===== src/rtl/flop_array_rw_pkg.sv =====
// -----------------------------------------------------------------------------
// flop_array_rw_pkg
// Purpose : small helpers used by the flop_array_rw storage block.
//           padded_entries() turns an address width into the number of
//           addressable slots, so the array can be sized as a power of two
//           even when the real DEPTH is not.
// Ports   : none (package)
// -----------------------------------------------------------------------------
package flop_array_rw_pkg;

  // Number of slots reachable with an address of the given width.
  function automatic int padded_entries(input int bitdep);
    return 1 << bitdep;
  endfunction

endpackage : flop_array_rw_pkg


===== src/rtl/flop_array_rw_muxn_noglitch.sv =====
// -----------------------------------------------------------------------------
// muxn_noglitch
// Purpose : N:1 read mux built as a decoded AND-OR tree. Each data input is
//           gated by its own decode term and the terms are ORed, so the
//           output depends on the select only through a single gating
//           level per input. There is no priority chain, so an unchanged
//           select never produces a transient on the output.
// Ports   :
//   sel   in  SELW         select, expected straight from a flop
//   din   in  WIDTH x PRT  data inputs (unpacked array)
//   dout  out WIDTH        selected data
// -----------------------------------------------------------------------------
module muxn_noglitch #(
  parameter  int WIDTH = 32,
  parameter  int PRT   = 32,
  localparam int SELW  = (PRT > 1) ? $clog2(PRT) : 1
) (
  input  logic [SELW-1:0]  sel,
  input  logic [WIDTH-1:0] din [PRT],
  output logic [WIDTH-1:0] dout
);

  logic [PRT-1:0] hit;

  // One-hot decode of the select.
  always_comb begin
    hit = '0;
    for (int i = 0; i < PRT; i++) begin
      hit[i] = (sel == SELW'(i));
    end
  end

  // Gate every input with its decode bit and OR everything together.
  always_comb begin
    dout = '0;
    for (int i = 0; i < PRT; i++) begin
      dout = dout | (din[i] & {WIDTH{hit[i]}});
    end
  end

endmodule : muxn_noglitch


===== src/rtl/flop_array_rw.sv =====
// -----------------------------------------------------------------------------
// flop_array_rw
// Purpose : flop-based register array with one write port and a two-stage
//           read pipeline. The read address is captured in rd_sel_q, which
//           feeds muxn_noglitch directly so the mux select only moves on an
//           accepted read. The mux output is registered into dout.
// Build option : FLOP_ARRAY_BYPASS_EN
//   defined   - a write that hits the entry being read out this cycle is
//               forwarded into dout (newest data).
//   undefined - dout takes the mux value as it was before the write.
// Ports :
//   clk     in   1       clock, all state on rising edge
//   rst     in   1       synchronous active-high reset
//   write   in   1       write strobe
//   wr_adr  in   BITDEP  write address (>= DEPTH is dropped)
//   din     in   WIDTH   write data
//   read    in   1       read strobe
//   rd_adr  in   BITDEP  read address (>= DEPTH reads as 0)
//   rd_vld  out  1       dout holds data for the read issued two cycles ago
//   dout    out  WIDTH   registered read data
// -----------------------------------------------------------------------------
module flop_array_rw
  import flop_array_rw_pkg::*;
#(
  parameter int WIDTH  = 32,
  parameter int DEPTH  = 32,
  parameter int BITDEP = $clog2(DEPTH)
) (
  input  logic              clk,
  input  logic              rst,
  input  logic              write,
  input  logic [BITDEP-1:0] wr_adr,
  input  logic [WIDTH-1:0]  din,
  input  logic              read,
  input  logic [BITDEP-1:0] rd_adr,
  output logic              rd_vld,
  output logic [WIDTH-1:0]  dout
);

  localparam int PADDED = padded_entries(BITDEP);
  localparam logic [BITDEP:0] DEPTH_W = DEPTH[BITDEP:0];

  logic [WIDTH-1:0]  mem_q [PADDED];
  logic [WIDTH-1:0]  mem_d [PADDED];
  logic [BITDEP-1:0] rd_sel_q, rd_sel_d;
  logic              rd_p1_q, rd_p1_d;
  logic              rd_vld_q, rd_vld_d;
  logic [WIDTH-1:0]  dout_q, dout_d;
  logic [WIDTH-1:0]  mux_out;
  logic              wr_ok;

  assign wr_ok = write && ({1'b0, wr_adr} < DEPTH_W);

  // Storage next state: slots past DEPTH stay constant zero, so they read
  // back as 0 and synthesis can drop their flops.
  always_comb begin
    for (int i = 0; i < PADDED; i++) begin
      mem_d[i] = (i < DEPTH) ? mem_q[i] : '0;
    end
    if (wr_ok) begin
      mem_d[wr_adr] = din;
    end
  end

  // Read control: the select only moves on an accepted read, the stage-1
  // valid just follows the strobe.
  always_comb begin
    rd_sel_d = read ? rd_adr : rd_sel_q;
    rd_p1_d  = read;
  end

  // Output stage. With forwarding, a write landing on the entry whose mux
  // value is being captured wins over the stale mux output.
  always_comb begin
    dout_d   = dout_q;
    rd_vld_d = rd_p1_q;
    if (rd_p1_q) begin
`ifdef FLOP_ARRAY_BYPASS_EN
      dout_d = (wr_ok && (wr_adr == rd_sel_q)) ? din : mux_out;
`else
      dout_d = mux_out;
`endif
    end
  end

  always_ff @(posedge clk) begin
    if (rst) begin
      for (int i = 0; i < PADDED; i++) begin
        mem_q[i] <= '0;
      end
      rd_sel_q <= '0;
      rd_p1_q  <= 1'b0;
      rd_vld_q <= 1'b0;
      dout_q   <= '0;
    end else begin
      for (int i = 0; i < PADDED; i++) begin
        mem_q[i] <= mem_d[i];
      end
      rd_sel_q <= rd_sel_d;
      rd_p1_q  <= rd_p1_d;
      rd_vld_q <= rd_vld_d;
      dout_q   <= dout_d;
    end
  end

  muxn_noglitch #(
    .WIDTH (WIDTH),
    .PRT   (PADDED)
  ) u_mux (
    .sel  (rd_sel_q),
    .din  (mem_q),
    .dout (mux_out)
  );

  assign rd_vld = rd_vld_q;
  assign dout   = dout_q;

endmodule : flop_array_rw


===== config.mk =====
export PLATFORM = sky130hd
export DESIGN_NAME = flop_array_rw
export DESIGN_NICKNAME = d
export VERILOG_FILES = /design/src/rtl/flop_array_rw_pkg.sv /design/src/rtl/flop_array_rw_muxn_noglitch.sv /design/src/rtl/flop_array_rw.sv
export SDC_FILE = /design/constraint.sdc
export NUM_CORES = 2
export LEC_CHECK = 0
export BUFFER_PORTS_ARGS = -buffer_cell sky130_fd_sc_hd__buf_4
export CORE_UTILIZATION = 55
export CTS_CLUSTER_SIZE = 30
export DETAILED_ROUTE_END_ITERATION = 8
export PLACE_DENSITY = 0.81
export SLEW_MARGIN = 40
export SYNTH_ARGS = -nofsm -noshare
export SYNTH_HDL_FRONTEND = slang
export SYNTH_HIERARCHICAL = 1
export SYNTH_SLANG_ARGS = --single-unit

===== constraint.sdc =====
create_clock -name clk -period 4.5 [get_ports clk]
set_input_delay 0.9 -clock clk [delete_from_list [all_inputs] [get_ports clk]]
set_output_delay 0.9 -clock clk [all_outputs]
set_load 0.02 [all_outputs]

==> flow_summary_export.csv <==
group,metric,value,unit
routing,drc_violation_count_after_routing,0,
grt,total_track_usage,0.309,
die,die-area,90200,um^2
clock_network,htree_num_levels,3,
timing,maxSlewViolCount,0,
layout,layout_commonest_cell,"sky130_fd_sc_hd__mux2i_1",
timing,finClkSkew,0.0515,ns
worst_setup_path,critical_path_peak_fanout,30,
place,port_buffers,78,
grt,via_count_of_the_first_global_routing_pass,35837,
place,dp.cells,5688,
yosys,yosys_register_bits,1063,
power,power.density_cell_area,367,nW/um^2
power,post-layout-total-power,19.7,mW
layout,final_core_density,0.609,
timing,setup_violations,0,
yosys,synth_seq_area_share,0.435,
layout,final_cell_mix,"sky130_fd_sc_hd__mux2i_1 (1218), sky130_fd_sc_hd__dfxtp_1 (1059), sky130_fd_sc_hd__nand2b_1 (1056), sky130_fd_sc_hd__buf_4 (217), sky130_fd_sc_hd__and3_1 (162)",
clock_network,postCtsResizedCells,0,
timing,timing.max_slew.rel_slack,0.393,
timing,fmaxAchievable,287,MHz
die,initial_utilization,0.555,
clock_network,number_of_clock_buffers_inserted_by_tritoncts,108,
power,power.share.sequential,0.484,
layout,layout_cell_share_with_drive_strength_beyond_1,0.102,
clock_network,cts.clk_slew.worst_paths,0.06,ns
worst_setup_path,worstPathRequired,5.14,ns
clock_network,clock_tree.buffer_depth,3,
yosys,synthesis.area,48900,um^2
clock_network,cts_setup_buffers,0,
grt,busiest_layer,"met2",
routing,detailedRoute.firstIterationViolations,3264,
power,total_switching_power,4.65,mW
die,die_x,300,um
die,rows,109,
worst_setup_path,worst-endpoint-arrival,4.12,ns
yosys,synthCells,4779,
grt,grt_start_max_net_pins,117,
yosys,synth_ff_type,"sky130_fd_sc_hd__dfxtp_1",
yosys,synth-warning-count,6,
outcome,outcome,"completed",
yosys,synth_fp_nets,4825,
power,power_report.internal_total,15.1,mW
timing,fin_crit,3.49,ns
routing,postRouteWirelength,143000,um
power,combPwrFrac,0.056,
yosys,yosys.cell_types.count,53,
routing,vias_per_cell,6.18,
worst_setup_path,critical_path.endpoint_type,"flip-flop",
timing,grt_setup_unrepaired,"false",
die,i_o_pins,79,
clock_network,clock_tree.root_cell,"sky130_fd_sc_hd__clkbuf_16",
job,cap_violations,0,
grt,gr-usage-met3,0.0469,
die,core_area,88200,um^2
timing,worst_max_slew_pin_slew,0.910,ns
worst_setup_path,startpoint_type,"flip-flop",
timing,hold_viol_final,0,
grt,met1_global_route_usage,0.407,
routing,ant_nets,0,
layout,finish.cell_count_without_fillers,5890,
power,p_sw_frac,0.235,
timing,worst_hold_check_slack,0.472,ns
yosys,post_synth_edffs,0,
clock_network,cts_tree,"built",
yosys,synth_async_sr_flop_share,0,
grt,grtUsageMet2,0.492,
routing,number_of_optimization_iterations_in_the_first_detailed_route_pass,5,
layout,final_net_count,4679,
power,clock_power_share,0.460,
routing,detail_route.wl_per_cell,24.2,um
place,gp_congestion,0.887,
place,dp_hpwl,85500,um
routing,vias,36400,
timing,final.period_utilization,0.775,
clock_network,cts-hold-fix-buffers,0,
power,power.ir.vdd_worst,0.308,mV
power,p_leak,25.5,nW
grt,grt_pass1_wl,216000,um
layout,area_growth,9.77,%
yosys,syn_area_per_cell,10.2,um^2
worst_setup_path,timing_worst_setup_path_type,"reg -> reg",
die,floorplan.die.height,300,um
min_path,hold_class,"reg -> reg",
grt,antenna_found_initial,2,
clock_network,clock_tree_sinks,1063,
clock_network,worst_skew_pair_latency,0.72,ns
grt,grt.overflow.total,0,
timing,setup_total_negative_slack,0,ns
==> flip-flops by register name (all words and copies together) (netlist names) <==
signal,flops
dout,32
rd_p1_q,1
rd_vld,1
rd_sel_q,5
mem_q,1024
==> layer usage <==
| layer | wire length (um) | share of wire |
|---|---|---|
| met1 | 60200 | 0.42 |
| met3 | 10500 | 0.073 |
| met2 | 64400 | 0.45 |
| met5 | 0 | 0 |
| met4 | 7790 | 0.055 |
==> Yosys cell counts (all sizes together), types with 39 or more instances <==
master   number  area (um^2)
dfxtp      1063        21300
nor2         51          214
buf         199         1280
nor2b        39          246
nand2b     1058         6620
o21ai        41          205
a221oi       82          724
clkbuf      285         1070
and3        163         1020
o22ai        85          532
a2111oi      58          533
nand2        63          244
mux2i      1218        12200
nand3        46          230
==> final timing paths <==
path	from	end	slack [ns]	cells after the start
hold reg to reg	mem_q[359]$_SDFFE_PP0P_	mem_q[359]$_SDFFE_PP0P_	0.47	2
hold / removal	mem_q[359]$_SDFFE_PP0P_	mem_q[359]$_SDFFE_PP0P_	0.47	2
setup / recovery	rd_sel_q[2]$_SDFFE_PP0P_	dout[23]$_SDFFE_PP0P_	1.01	9
setup reg to reg	rd_sel_q[2]$_SDFFE_PP0P_	dout[23]$_SDFFE_PP0P_	1.01	9
==> critical path: stages, from the launching register on <==
cell                       delay (ns)
sky130_fd_sc_hd__dfxtp_1         0.75
sky130_fd_sc_hd__buf_4           0.26
sky130_fd_sc_hd__or3b_4          0.64
sky130_fd_sc_hd__nor2_4          0.74
sky130_fd_sc_hd__buf_4           0.35
sky130_fd_sc_hd__a221oi_1        0.10
sky130_fd_sc_hd__and4_1          0.24
sky130_fd_sc_hd__nand4_1         0.11
sky130_fd_sc_hd__mux2i_1         0.10
sky130_fd_sc_hd__nor2_1          0.10
==> power by group through the flow <==
stage	sequential, mW	combinational (mW)	clock (mW)
global placement	9.76	1.06	0
floorplan	9.72	0.751	0
global route	9.56	1.13	9.55
CTS	9.56	1.07	9.15
finish	9.56	1.10	9.08
detailed placement	9.77	1.07	0
==> cells by family (layout without fill, tap and decap cells) <==
kind of cell,after synthesis,in the layout,share of synthesized area
other,0,3,0
buffers and inverters,485,428,0.0481
AND/OR/NAND/NOR,1614,1614,0.205
multiplexers,1227,1227,0.252
AO/OA/AOI/OAI,390,390,0.0607
flip-flops,1063,1063,0.435
==> cell type report <==
class | instances | area (um^2)
inverter | 1 | 3.75
sequential | 1063 | 21300
multi-input combinational | 3231 | 25500
clock inverter | 34 | 383
fill | 7161 | 34500
tap | 1165 | 1460
timing repair buffer | 228 | 1840
clock buffer | 165 | 3210
antenna | 3 | 7.51
==> stage by stage <==
step	cell area (um^2)	setup slack, ns
floorplan	48900	2.45
global placement	50000	1.19
detailed placement	50100	1.19
CTS	53700	1.13
global route	53700	0.925
finish	53700	1.01
(Power assumes the default switching activity.)
